$ cat src/rtl/uart_cmd_rx_pkg.sv
// uart_cmd_rx_pkg: command bytes, payload size and state encodings shared by the PC-link receiver
package uart_cmd_rx_pkg;
  localparam logic [7:0] CMD_TEST    = 8'h54;
  localparam logic [7:0] CMD_READCF  = 8'h43;
  localparam logic [7:0] CMD_READSET = 8'h53;
  localparam logic [7:0] CMD_READCPS = 8'h50;
  localparam logic [7:0] CMD_WRSET   = 8'h57;
  localparam logic [7:0] CMD_CR      = 8'h0D;
  localparam logic [7:0] CMD_LF      = 8'h0A;
  localparam int SETTING_BYTES = 16;
  typedef enum logic [1:0] {D_IDLE, D_PAYLOAD, D_COMMIT} dec_state_e;
  typedef enum logic [1:0] {R_IDLE, R_START, R_DATA, R_STOP} rx_state_e;
  function automatic logic is_known(input logic [7:0] b);
    return b inside {CMD_TEST, CMD_READCF, CMD_READSET, CMD_READCPS, CMD_WRSET, CMD_CR, CMD_LF};
  endfunction
endpackage

$ cat src/rtl/uart_rx_byte.sv
// uart_rx_byte: 8N1 deserialiser with 2-FF synchroniser, mid-bit sampling and framing check
module uart_rx_byte
  import uart_cmd_rx_pkg::*;
#(
  parameter int BIT_CYC = 434
) (
  input  logic       clk,
  input  logic       rst_n,
  input  logic       rs232_rx,
  output logic       rxValid,
  output logic [7:0] rxData,
  output logic       rxFrameErr
);
  localparam int CW = $clog2(BIT_CYC);
  localparam logic [CW-1:0] FULL = CW'(BIT_CYC - 1);
  localparam logic [CW-1:0] HALF = CW'(BIT_CYC / 2 - 1);
  logic meta_q, sync_q, prev_q, valid_q, valid_d, err_q, err_d;
  logic [1:0] vld_q;
  logic [CW-1:0] cnt_q, cnt_d;
  logic [2:0] bit_q, bit_d;
  logic [7:0] sh_q, sh_d;
  rx_state_e st_q, st_d;
  // prev_q only reports a high once the synchroniser holds real post-reset samples,
  // so a line held low across reset release is not mistaken for a start edge
  always_ff @(posedge clk or negedge rst_n) begin
    if (!rst_n) begin
      meta_q  <= 1'b1;
      sync_q  <= 1'b1;
      vld_q   <= '0;
      prev_q  <= 1'b0;
      st_q    <= R_IDLE;
      cnt_q   <= '0;
      bit_q   <= '0;
      sh_q    <= '0;
      valid_q <= 1'b0;
      err_q   <= 1'b0;
    end else begin
      meta_q  <= rs232_rx;
      sync_q  <= meta_q;
      vld_q   <= {vld_q[0], 1'b1};
      prev_q  <= vld_q[1] & sync_q;
      st_q    <= st_d;
      cnt_q   <= cnt_d;
      bit_q   <= bit_d;
      sh_q    <= sh_d;
      valid_q <= valid_d;
      err_q   <= err_d;
    end
  end
  always_comb begin
    st_d    = st_q;
    cnt_d   = cnt_q + 1'b1;
    bit_d   = bit_q;
    sh_d    = sh_q;
    valid_d = 1'b0;
    err_d   = 1'b0;
    unique case (st_q)
      R_IDLE: begin
        cnt_d = '0;
        st_d  = (prev_q && !sync_q) ? R_START : R_IDLE;
      end
      R_START: if (cnt_q == HALF) begin
        cnt_d = '0;
        bit_d = '0;
        st_d  = sync_q ? R_IDLE : R_DATA;
      end
      R_DATA: if (cnt_q == FULL) begin
        cnt_d = '0;
        sh_d  = {sync_q, sh_q[7:1]};
        bit_d = bit_q + 1'b1;
        st_d  = (bit_q == 3'd7) ? R_STOP : R_DATA;
      end
      R_STOP: if (cnt_q == FULL) begin
        st_d    = R_IDLE;
        valid_d = sync_q;
        err_d   = !sync_q;
      end
      default: st_d = R_IDLE;
    endcase
  end
  assign rxValid    = valid_q;
  assign rxData     = sh_q;
  assign rxFrameErr = err_q;
endmodule

$ cat src/rtl/uart_cmd_rx.sv
// uart_cmd_rx: decodes host command bytes into request pulses and assembles 16-byte setting writes
module uart_cmd_rx
  import uart_cmd_rx_pkg::*;
#(
  parameter int CLK_FREQ    = 50_000_000,
  parameter int BAUD        = 115200,
  parameter int TIMEOUT_CYC = 5_000_000
) (
  input  logic         clk,
  input  logic         rst_n,
  input  logic         rs232_rx,
  output logic         corrTest,
  output logic         corrReadCF,
  output logic         corrReadSetting,
  output logic         corrReadCps,
  output logic [127:0] setting,
  output logic         settingWr,
  output logic         cmdErr
);
  localparam int BIT_CYC = CLK_FREQ / BAUD;
  localparam int TW = $clog2(TIMEOUT_CYC + 1);
  localparam logic [TW-1:0] TMO = TW'(TIMEOUT_CYC);
  logic rx_valid, rx_err;
  logic [7:0] rx_data;
  dec_state_e st_q, st_d;
  logic [3:0] cnt_q, cnt_d;
  logic [127:0] shadow_q, shadow_d, setting_q, setting_d;
  logic [TW-1:0] tmo_q, tmo_d;
  logic test_q, test_d, cf_q, cf_d, rset_q, rset_d, cps_q, cps_d, wr_q, wr_d, err_q, err_d;
  uart_rx_byte #(.BIT_CYC(BIT_CYC)) u_rx (
    .clk       (clk),
    .rst_n     (rst_n),
    .rs232_rx  (rs232_rx),
    .rxValid   (rx_valid),
    .rxData    (rx_data),
    .rxFrameErr(rx_err)
  );
  always_ff @(posedge clk or negedge rst_n) begin
    if (!rst_n) begin
      st_q      <= D_IDLE;
      cnt_q     <= '0;
      shadow_q  <= '0;
      setting_q <= '0;
      tmo_q     <= '0;
      test_q    <= 1'b0;
      cf_q      <= 1'b0;
      rset_q    <= 1'b0;
      cps_q     <= 1'b0;
      wr_q      <= 1'b0;
      err_q     <= 1'b0;
    end else begin
      st_q      <= st_d;
      cnt_q     <= cnt_d;
      shadow_q  <= shadow_d;
      setting_q <= setting_d;
      tmo_q     <= tmo_d;
      test_q    <= test_d;
      cf_q      <= cf_d;
      rset_q    <= rset_d;
      cps_q     <= cps_d;
      wr_q      <= wr_d;
      err_q     <= err_d;
    end
  end
  always_comb begin
    st_d      = st_q;
    cnt_d     = cnt_q;
    shadow_d  = shadow_q;
    setting_d = setting_q;
    tmo_d     = (st_q != D_PAYLOAD || rx_valid) ? '0 : (tmo_q == TMO ? tmo_q : tmo_q + 1'b1);
    test_d    = 1'b0;
    cf_d      = 1'b0;
    rset_d    = 1'b0;
    cps_d     = 1'b0;
    wr_d      = 1'b0;
    err_d     = 1'b0;
    unique case (st_q)
      D_IDLE: if (rx_err) err_d = 1'b1;
      else if (rx_valid) begin
        test_d = rx_data == CMD_TEST;
        cf_d   = rx_data == CMD_READCF;
        rset_d = rx_data == CMD_READSET;
        cps_d  = rx_data == CMD_READCPS;
        err_d  = !is_known(rx_data);
        st_d   = (rx_data == CMD_WRSET) ? D_PAYLOAD : D_IDLE;
        cnt_d  = '0;
      end
      D_PAYLOAD: if (rx_err) begin
        err_d = 1'b1;
        st_d  = D_IDLE;
      end else if (rx_valid) begin
        shadow_d = {shadow_q[119:0], rx_data};
        cnt_d    = cnt_q + 1'b1;
        st_d     = (cnt_q == 4'(SETTING_BYTES - 1)) ? D_COMMIT : D_PAYLOAD;
      end else if (tmo_q == TMO) begin
        err_d = 1'b1;
        st_d  = D_IDLE;
      end
      D_COMMIT: begin
        setting_d = shadow_q;
        wr_d      = 1'b1;
        st_d      = D_IDLE;
      end
      default: st_d = D_IDLE;
    endcase
  end
  assign corrTest        = test_q;
  assign corrReadCF      = cf_q;
  assign corrReadSetting = rset_q;
  assign corrReadCps     = cps_q;
  assign setting         = setting_q;
  assign settingWr       = wr_q;
  assign cmdErr          = err_q;
endmodule

$ cat config.mk
export PLATFORM = sky130hd
export DESIGN_NAME = uart_cmd_rx
export DESIGN_NICKNAME = d
export VERILOG_FILES = /design/src/rtl/uart_cmd_rx_pkg.sv /design/src/rtl/uart_rx_byte.sv /design/src/rtl/uart_cmd_rx.sv
export SDC_FILE = /design/constraint.sdc
export NUM_CORES = 1
export LEC_CHECK = 0
export ABC_AREA = 0
export CORE_MARGIN = 5
export CORE_UTILIZATION = 60
export DETAILED_ROUTE_END_ITERATION = 10
export HOLD_SLACK_MARGIN = 0.15
export PLACE_DENSITY = 0.95
export SLEW_MARGIN = 20
export SYNTH_ARGS = -nofsm -noshare
export SYNTH_HDL_FRONTEND = slang
export SYNTH_SLANG_ARGS = --single-unit
$ cat constraint.sdc
create_clock -name clk -period 6.3 [get_ports clk]
set_input_delay 1.26 -clock clk [delete_from_list [all_inputs] [get_ports clk]]
set_output_delay 1.26 -clock clk [all_outputs]
set_load 0.005 [all_outputs]
### Word level (Yosys, flattened, before mapping)

Cells that the tools add are included.

* word-level logic and storage cells: 120
* bits in writable memories: 0
* ROM bits: 0
* memories kept: 0
* register bits: 320
* latch bits: 0

* div/mod/pow operators: 0
* muxes and demuxes: 51
* $lt $le $gt $ge: 0
* shift operators: 0
* reduce and logical (&&, ||, !) cells: 15
* $add $sub $neg: 4
* $mul: 0
* eq/ne operators: 27
* bitwise operators: 2

Operators with widths (count)
* two-way mux 23 bit: 2
* == test 8 x 7 -> 1 bit, second input constant: 5
* case mux 9 bit (3 select lines): 1
* two-way mux 1 bit: 25
* adder 23 x 1 -> 23 bit, second input constant: 1
* == test 23 bit, second input constant: 1
* two-way mux 2 bit: 10
* two-way mux 9 bit: 2
* == test 8 x 4 -> 1 bit, second input constant: 2
* two-way mux 4 bit: 4
* != test 2 x 1 -> 1 bit, second input constant: 6
* AND reduction 3 bit: 4
* adder 9 x 1 -> 9 bit, second input constant: 1
* == test 9 x 8 -> 1 bit, second input constant: 1
* == test 9 bit, second input constant: 1
* case mux 2 bit (4 select lines): 1
* case mux 4 bit (2 select lines): 1
* nonzero test 7 bit: 1
* == test 2 bit, second input constant: 3
* two-way mux 3 bit: 2
* != test 2 bit, second input constant: 3
* case mux 3 bit (2 select lines): 1
* AND reduction 5 bit: 1
* adder 4 x 1 -> 4 bit, second input constant: 1
* other kinds (15): 19

### Depth between registers and ports, before layout

Gate-level depths: netlist of the first run.

* depth after elaboration: 6
* gate-level depth with buffers: 8
* gate-level depth less buffers: 6

### Hierarchy

From an unflattened synthesis of the first run, not the netlist that was laid out.

* cells, all modules: 856
* area, all modules: 12715.9 um^2

By module, submodules not included
* uart_cmd_rx: cells each 751, seq. area each 7282.0 um^2, area an instance 11415.9 um^2, instances 1
* uart_rx_byte: cells each 105, seq. area each 728.2 um^2, area an instance 1300.0 um^2, instances 1

### Worst setup path after synthesis of the first run

OpenSTA, ideal clock, no wires.

* path kind: register to register
* start: register st_q[1]
* end: register shadow_q[20]
* stages on the path, launching flop included: 9
* path slack: 4.324 ns
* arrival: 1.859 ns
* buffers on the path: 4
* period minus slack after synthesis: 1.976 ns
* library setup time: 0.117 ns
* cells stage by stage: dfrtp_1 > or3b_2 > buf_2 > or2_2 > clkbuf_1 > clkbuf_1 > buf_2 > nand2_1 > nand2_1

* longest elaborated chain between the ends: 2

Ends and longest elaborated chain
* start, declared: RTL line uart_cmd_rx.sv:25 `dec_state_e st_q, st_d;`
* start signal, assigned: RTL line uart_cmd_rx.sv:52 `st_q <= st_d;`
* == test 2 x 1 -> 1 bit: RTL line uart_cmd_rx.sv:77 `unique case (st_q)`
* AND reduction 3 bit (no source line)
* end signal, assigned: RTL line uart_cmd_rx.sv:54 `shadow_q <= shadow_d;`
* end, declared: RTL line uart_cmd_rx.sv:27 `logic [127:0] shadow_q, shadow_d, setting_q, setting_d;`

Every way passes these cells.
A chain may end at the register's enable or synchronous reset.

### Worst setup path after layout of the first run

* start: register st_q[1]
* end: register shadow_q[79]

Same word-level chain as after synthesis.

==> results.json, run 1 <==
{
  "cts_tree": "built",
  "p_switching_mw": 0.837,
  "post_cts_resized": 0,
  "wl_per_cell_um": 19.7,
  "dieArea_sq_um": 24300,
  "ir_drop_mv": 0.184,
  "crit_path_start_kind": "flop",
  "port_buffers": 136,
  "synth_fp_nets": 1154,
  "worstSetupPathType": "flop to flop",
  "htreeDepth": 1,
  "worst_slew_pin_slew_ns": 1.07,
  "seqPwrFrac": 0.524,
  "grt_max_degree": 107,
  "design_power_total_mw": 3.95,
  "pwr-share-clk": 0.456,
  "area_growth_pct": 20.2,
  "overflow": 0,
  "slew_headroom": 0.290,
  "drc": 0,
  "critPathSlowestCell": "buf_4",
  "die_y_um": 156,
  "synth_area_sq_um": 12700,
  "fin_ws_ns": 3.36,
  "synth_top_flop_cell": "dfrtp_1",
  "clockBufferDepth": 3,
  "grt_pass1_wl_mm": 50.7,
  "finalInstanceArea_sq_um": 15300,
  "syn_inst": 1139,
  "p_leak_nw": 7.59,
  "ios": 137,
  "postRouteAntennaNets": 0,
  "syn-mean-instance-area_sq_um": 11.2,
  "place.gp.congestion": 0.861,
  "rrSetupSlack_ns": 3.36,
  "crit_chain": "or3b_2, nor2_4, buf_4, nand2_1, nand2_1",
  "initial_utilization": 0.608,
  "routed_wl_mm": 30.7,
  "fin_util": 0.731,
  "synth-async-reset-ratio": 1.00,
  "grt_usage": 0.257,
  "hold_buffers": 0,
  "drt-vias-per-instance": 5.90,
  "swShare": 0.212,
  "crit_arrival_ns": 3.40,
  "crit_path_frequent_cell": "nand2_1",
  "dp_hpwl_mm": 18.3,
  "drive_above_1_share": 0.165,
  "core_sq_um": 21000,
  "hp-class": "flop to flop",
  "nFillCells": 1203,
  "route.vias.total": 9184,
  "synth_seq_cells": 320,
  "num-nets-final": 1275,
  "yosysSeqAreaShare": 0.628,
  "setup_violations": 0,
  "cts_setup_buffers": 0,
  "pre_cts_ws_ns": 3.50,
  "drt_iter0_markers": 906,
  "antennaDiodeCount": 0,
  "antenna_found_initial": 0,
  "powerDensity_nw_per_um2": 258,
  "critPathMaxStageDelay_ns": 0.94,
  "fin_crit_sh": 0.467,
  "period_needed_ns": 2.94,
  "clock_skew_ns": 0.0154,
  "path_clk_slew_ns": 0.07,
  "synth_cell_types": 53,
  "place_area_sq_um": 14300,
  "cap_violations": 0,
  "fp.dieW_um": 156,
  "comb_power_share": 0.021,
  "synth_edf_count": 0,
  "multi_input_area_sq_um": 4470,
  "crit_buf_inv": 1,
  "final_hold_viol_count": 0,
  "status": "finished clean",
  "p_int_mw": 3.12,
  "cp_top_family": "simple AND/OR/NAND/NOR gates",
  "rows": 53,
  "cts_inserted_buffers": 29,
  "grt_pass1_vias": 9439,
  "cp-end-kind": "flop",
  "clock.fmax_ghz": 0.340,
  "drv_slew": 0,
  "final-seq-area_sq_um": 8010,
  "clk_latency_ns": 0.54,
  "cp_max_fo": 105,
  "cts_sinks": 320,
  "root_buffer": "clkbuf_16",
  "rsz0062_at_grt": "false",
  "ys_warn_count": 0,
  "crit_required_ns": 6.76,
  "dr.pass1.iters": 6,
  "fin_tns_setup_ns": 0
}
power groups by stage:
stage | clock [mW] | combinational, mW | sequential [mW]
4_1_cts | 1.82 | 0.0845 | 2.07
3_3_place_gp | 0 | 0.0814 | 2.11
6_report | 1.80 | 0.0817 | 2.07
5_1_grt | 1.91 | 0.0977 | 2.07
3_5_place_dp | 0 | 0.0847 | 2.11
2_1_floorplan | 0 | 0.0328 | 2.11
cell families after synthesis:
logic type / synth area share
and+or+nand+nor: 0.178
DFF: 0.628
muxes: 0.122
buffers and inverters: 0.0229
AOI/OAI and AO/OA: 0.0251
xor gates and xnor gates: 0.0117
adders and majority gates: 0.0118
other: 0.000294
per-stage QoR:
stage	hold WS, ns	std cells
after floorplan	0.331	1139
after global placement	0.334	1504
after detailed placement	0.337	1504
after global routing	0.365	1557
after CTS	0.352	1557
final	0.349	1557
placed cells by master (no fill, tap or decap), types with 7 or more instances in the layout:
cell type and instances:
nor4_1 8, clkdlybuf4s50_1 135, nand4_1 9, nand2_1 402
dfrtp_1 318, a21oi_1 16, ha_1 12, clkbuf_8 9
inv_1 18, o21ai_0 12, mux2_2 137, nand3_1 21
xor2_1 11, clkbuf_16 29, nor2_1 34, nor3_1 9
or4_1 7
synth_stat cells, types with 2 or more instances:
| master | n | share of area |
|---|---|---|
| nor4b_1 | 3 | 0.0021 |
| nor2b_1 | 3 | 0.0015 |
| nor2_1 | 35 | 0.010 |
| inv_1 | 18 | 0.0053 |
| o21ai_0 | 12 | 0.0047 |
| or2_2 | 2 | 0.00098 |
| nand4_1 | 9 | 0.0044 |
| buf_2 | 23 | 0.0090 |
| nor3_1 | 9 | 0.0035 |
| or4_1 | 7 | 0.0041 |
| a21oi_1 | 16 | 0.0063 |
| nand3_1 | 21 | 0.0082 |
| nor3b_1 | 2 | 0.0012 |
| clkbuf_1 | 26 | 0.0077 |
| a21boi_0 | 3 | 0.0018 |
| nand2b_1 | 2 | 0.00098 |
| o31ai_1 | 5 | 0.0029 |
| xor2_1 | 11 | 0.0076 |
| dfstp_2 | 2 | 0.0041 |
| and4_1 | 2 | 0.0014 |
| nor4_1 | 8 | 0.0039 |
| buf_1 | 3 | 0.00088 |
| nand4b_1 | 2 | 0.0014 |
| xnor2_1 | 6 | 0.0041 |
| nand2_1 | 402 | 0.12 |
| o211a_1 | 2 | 0.0016 |
| or3_2 | 2 | 0.0012 |
| nand4bb_1 | 2 | 0.0018 |
| ha_1 | 12 | 0.012 |
| and3_1 | 4 | 0.0020 |
| mux2_2 | 137 | 0.12 |
| nor4bb_1 | 6 | 0.0047 |
| or3_1 | 3 | 0.0015 |
| dfrtp_1 | 318 | 0.62 |
| a311o_1 | 3 | 0.0024 |
worst paths after layout:
kind	startpoint	end	cells after the start
setup / recovery	st_q[1]	shadow_q[79]	5
setup reg to reg	st_q[1]	shadow_q[79]	5
hold / removal	u_rx.vld_q[0]	u_rx.vld_q[1]	0
max in group asynchronous	rst_n	shadow_q[65]	2
min in group asynchronous	rst_n	setting[106]	1
hold reg to reg	u_rx.vld_q[0]	u_rx.vld_q[1]	0
area by class of cell:
cell class	instances	share of cell area
clock buffers	39	0.0557
clock inverters	14	0.00931
flip-flops and latches	320	0.523
multi-input cells	749	0.292
well taps	275	0.0225
repair buffers	142	0.0937
inverters	18	0.00441
sequential cells by signal (all words and copies together), names as in the netlist, 2 cells and up, named ones only:
register     count
cnt_q            4
setting        128
shadow_q       128
st_q             2
tmo_q           23
u_rx.bit_q       3
u_rx.cnt_q       9
u_rx.rxData      8
u_rx.vld_q       2
layer usage:
metal	routed length (um)	part of all wire	up-vias	track usage
met5	0	0	-	0
met4	1150	0.038	0	0.0930
li1	-	-	4011	-
met2	15600	0.51	455	0.438
met1	11900	0.39	4621	0.339
met3	1960	0.064	97	0.0399
Note: power is estimated with default switching activity, not from simulation.
==> run 2, diff against run 1 <==
--- a/config.mk
+++ b/config.mk
@@ -7,10 +7,10 @@
 export LEC_CHECK = 0
 export ABC_AREA = 0
 export CORE_MARGIN = 5
-export CORE_UTILIZATION = 60
+export CORE_UTILIZATION = 56
 export DETAILED_ROUTE_END_ITERATION = 10
 export HOLD_SLACK_MARGIN = 0.15
-export PLACE_DENSITY = 0.95
+export PLACE_DENSITY = 0.9
 export SLEW_MARGIN = 20
 export SYNTH_ARGS = -nofsm -noshare
 export SYNTH_HDL_FRONTEND = slang
==> constraint.sdc (replaced) <==
create_clock -name clk -period 2.8 [get_ports clk]
set_input_delay 0.56 -clock clk [delete_from_list [all_inputs] [get_ports clk]]
set_output_delay 0.56 -clock clk [all_outputs]
set_load 0.005 [all_outputs]
==> results.json, run 2 (synthesized netlist as in run 1, its figures left out) <==
{
  "status": "finished clean",
  "hold_end": "u_rx.vld_q[1]",
  "worstSetupPathType": "flop to flop",
  "cts_sinks": 320,
  "post_cts_resized": 0,
  "fp.dieW_um": 161,
  "clockBufferDepth": 3,
  "ios": 137,
  "r2r_end": "shadow_q[37]",
  "route.met3.wl_mm": 1.41,
  "die_y_um": 161,
  "drt-vias-per-instance": 5.55,
  "num-nets-final": 1287,
  "rsz0062_at_grt": "false",
  "clock.fmax_ghz": 0.447,
  "clock_skew_ns": 0.0175,
  "fin_util": 0.691,
  "drt-met1-wl_mm": 11.6,
  "grt_pass1_vias": 9155,
  "antenna_found_initial": 0,
  "grt_max_degree": 125,
  "dpl.cell_count": 1523,
  "slew_headroom": 0.556,
  "fin_ws_ns": 0.562,
  "cap_violations": 0,
  "design_power_total_mw": 9.19,
  "drt_iter0_markers": 641,
  "whs_path_depth": 0,
  "rows": 55,
  "wl_met2_mm": 14.0,
  "cp_max_fo": 74,
  "core_sq_um": 22500,
  "period_needed_ns": 2.24,
  "grt_usage": 0.221,
  "pre_cts_ws_ns": 0.634,
  "r2r_cells": 5,
  "drc": 0,
  "multi_input_area_sq_um": 4470,
  "routed_wl_mm": 28.0,
  "area_growth_pct": 22.0,
  "initial_utilization": 0.567,
  "rr_startpoint": "st_q[1]",
  "hp-class": "flop to flop",
  "powerDensity_nw_per_um2": 591,
  "htreeDepth": 1,
  "port_buffers": 136,
  "min-delay-start": "u_rx.vld_q[0]",
  "crit_path_start_kind": "flop",
  "cp-end-kind": "flop",
  "nFillCells": 1492,
  "dieArea_sq_um": 25900,
  "ir_drop_mv": 0.335,
  "rrSetupSlack_ns": 0.56,
  "path_clk_slew_ns": 0.06,
  "p_leak_nw": 7.70,
  "fin_crit_sh": 0.799,
  "maxUsedRoutingLayer": "met4",
  "final-seq-area_sq_um": 8010,
  "dr.pass1.iters": 5,
  "overflow": 0,
  "wl_per_cell_um": 17.7,
  "drv_slew": 0,
  "crit_arrival_ns": 2.65,
  "cts_tree": "built",
  "worst_slew_pin_slew_ns": 0.666,
  "final_common_cell": "nand2_1",
  "setup_violations": 0,
  "crit_required_ns": 3.21,
  "drive_above_1_share": 0.167,
  "place.gp.congestion": 0.852,
  "route.vias.total": 8757,
  "final_cell_mix": "nand2_1, dfrtp_1, mux2_2",
  "cts_inserted_buffers": 31,
  "fin_tns_setup_ns": 0,
  "postRouteAntennaNets": 0,
  "antennaDiodeCount": 0,
  "stdcell_count": 1579,
  "grt_pass1_wl_mm": 47.6,
  "dp_hpwl_mm": 18.0,
  "finalInstanceArea_sq_um": 15600,
  "final_hold_viol_count": 0,
  "clk_latency_ns": 0.54,
  "fin_hold_ws_ns": 0.348,
  "place_area_sq_um": 14500,
  "root_buffer": "clkbuf_16"
}
## run 2: cell type report
cell class | count | area share
Multi-Input combinational cell | 749 | 0.287
Tap cell | 285 | 0.0229
Clock inverter | 8 | 0.00933
Sequential cell | 320 | 0.515
Timing Repair Buffer | 152 | 0.101
Clock buffer | 47 | 0.0602
Inverter | 18 | 0.00434
## run 2: critical path, cell delays in order (launching register included)
cell and delay [ns]:
dfrtp_1 0.45, or3b_2 0.62, or2_4 0.50, buf_12 0.31
nand2_1 0.13, nand2_1 0.07
## run 2: worst max-delay path by stage
stage                     startpoint           end  cells after the start
after floorplan              st_q[1]  shadow_q[20]                      8
after global placement       st_q[1]  shadow_q[64]                      5
after detailed placement     st_q[1]  shadow_q[53]                      5
after CTS                    st_q[1]  shadow_q[37]                      5
after global routing         st_q[1]  shadow_q[64]                      5
final                        st_q[1]  shadow_q[37]                      5
## run 2: power breakdown
group          total (mW)  switching (mW)  internal [mW]  leakage [nW]
combinational       0.199           0.144         0.0544          2.71
clock                4.33            1.68           2.65         0.526
sequential           4.66          0.0192           4.64          4.46
## run 2: timing repair
action	4_1_cts	5_1_grt
setup buffers	0	0
hold buffers	1	0
endpoints found under the hold margin	67	0
## run 2: per-layer routing
layer	track usage	vias up
met1	0.298	4418
li1	-	4038
met2	0.372	239
met3	0.0362	62
met5	0	-
met4	0.0710	0
==> run 3, diff against run 2 <==
--- a/config.mk
+++ b/config.mk
@@ -7,10 +7,10 @@
 export LEC_CHECK = 0
 export ABC_AREA = 0
 export CORE_MARGIN = 5
-export CORE_UTILIZATION = 56
+export CORE_UTILIZATION = 51
 export DETAILED_ROUTE_END_ITERATION = 10
 export HOLD_SLACK_MARGIN = 0.15
-export PLACE_DENSITY = 0.9
+export PLACE_DENSITY = 0.87
 export SLEW_MARGIN = 20
 export SYNTH_ARGS = -nofsm -noshare
 export SYNTH_HDL_FRONTEND = slang
==> constraint.sdc (replaced) <==
create_clock -name clk -period 1.9 [get_ports clk]
set_input_delay 0.38 -clock clk [delete_from_list [all_inputs] [get_ports clk]]
set_output_delay 0.38 -clock clk [all_outputs]
set_load 0.005 [all_outputs]
==> results.json, run 3 (synthesized netlist as in run 1, its figures left out) <==
{
  "port_buffers": 136,
  "fin_ws_ns": 0.0755,
  "postRouteAntennaNets": 0,
  "cts_tree": "built",
  "clock_skew_ns": 0.0190,
  "place.gp.congestion": 0.853,
  "cap_violations": 0,
  "antenna_found_initial": 0,
  "fin_util": 0.652,
  "num-nets-final": 1317,
  "die_y_um": 168,
  "p_leak_nw": 7.91,
  "cts_sinks": 320,
  "antennaDiodeCount": 0,
  "cp_top_family": "buffers and inverters",
  "ir_drop_mv": 0.689,
  "critPathSlowestCell": "clkdlybuf4s50_1",
  "dp_hpwl_mm": 18.9,
  "drt-vias-per-instance": 5.33,
  "grt_usage": 0.206,
  "dieArea_sq_um": 28300,
  "worst_slew_pin_slew_ns": 0.547,
  "powerDensity_nw_per_um2": 857,
  "finalInstanceArea_sq_um": 16000,
  "dpl.cell_count": 1589,
  "fin_tns_setup_ns": 0,
  "core_sq_um": 24500,
  "place_area_sq_um": 14800,
  "clockBufferDepth": 3,
  "final_common_cell": "nand2_1",
  "rows": 57,
  "drive_above_1_share": 0.188,
  "cts_setup_buffers": 0,
  "design_power_total_mw": 13.7,
  "fin_crit_sh": 0.960,
  "critPathMaxStageDelay_ns": 0.53,
  "rrSetupSlack_ns": 0.08,
  "crit_chain": "clkdlybuf4s50_1",
  "grt_pass1_wl_mm": 48.2,
  "drc": 0,
  "area_growth_pct": 25.2,
  "routed_wl_mm": 28.5,
  "hp-class": "input port to flop",
  "fin_hold_ws_ns": 0.285,
  "grt_pass1_vias": 9379,
  "path_clk_slew_ns": 0.06,
  "crit_arrival_ns": 1.44,
  "drt_iter0_markers": 715,
  "cp_max_fo": 2,
  "crit_buf_inv": 1,
  "grt_max_degree": 105,
  "cts_inserted_buffers": 34,
  "worstSetupPathType": "flop to output pin",
  "crit_required_ns": 1.52,
  "pre_cts_ws_ns": -0.0209,
  "htreeDepth": 2,
  "drv_slew": 0,
  "final_hold_viol_count": 0,
  "fp.dieW_um": 168,
  "final_cell_mix": "nand2_1, dfrtp_1, mux2_2",
  "multi_input_area_sq_um": 4480,
  "initial_utilization": 0.521,
  "ios": 137,
  "slew_headroom": 0.632,
  "nFillCells": 1775,
  "setup_violations": 0,
  "cp-end-kind": "output pin",
  "clock.fmax_ghz": 0.548,
  "period_needed_ns": 1.82,
  "status": "finished clean",
  "stdcell_count": 1652,
  "dr.pass1.iters": 5,
  "clk_latency_ns": 0.51,
  "rsz0062_at_grt": "false",
  "root_buffer": "clkbuf_16",
  "final-seq-area_sq_um": 8010,
  "overflow": 0,
  "crit_path_start_kind": "flop",
  "route.vias.total": 8802,
  "wl_per_cell_um": 17.3
}
run 3: cell types whose count changed in the layout (fill, tap and decap cells not counted), moves of 2 or more:
cell and change:
inv_6 +2, buf_12 +8, clkbuf_8 -6, bufinv_16 -2
clkbuf_1 +4, clkinv_2 +5, clkbuf_16 +4, buf_4 +19
run 3: path summary, 6_finish.rpt:
check	start	depth (start not counted)	end
max reg2reg	tmo_q[9]	4	tmo_q[22]
min in group asynchronous	rst_n	2	setting[107]
max in group asynchronous	rst_n	3	setting[59]
min	rs232_rx	1	u_rx.meta_q
min reg2reg	u_rx.vld_q[0]	0	u_rx.vld_q[1]
max	setting[28]	1	setting[28]
run 3: power breakdown:
group,internal [mW],switching [mW]
registers,6.84,0.0274
logic,0.0798,0.220
clock network,3.86,2.65
total,10.8,2.89
run 3: layer usage:
| layer | wire length [um] | GRT usage | share of wire | vias up |
|---|---|---|---|---|
| met5 | 0 | 0 | 0 | - |
| met2 | 14800 | 0.366 | 0.52 | 207 |
| li1 | - | - | - | 4093 |
| met1 | 12000 | 0.268 | 0.42 | 4452 |
| met4 | 552 | 0.0550 | 0.019 | 0 |
| met3 | 1240 | 0.0295 | 0.043 | 50 |
run 3: area by class of cell:
| type | instances | area share |
|---|---|---|
| flip-flops and latches | 320 | 0.502 |
| clock buffers | 49 | 0.0607 |
| clock inverters | 13 | 0.00878 |
| repair buffers | 179 | 0.118 |
| multi-input cells | 749 | 0.281 |
| well taps | 324 | 0.0254 |
| inverters | 18 | 0.00423 |
run 3: repair_timing:
action / in CTS / in global routing
hold buffers: 1 / 0
pin swaps: 0 / 1
resized for setup: 1 / 4
setup endpoints to repair: 4 / 13
hold endpoints to repair: 40 / 0
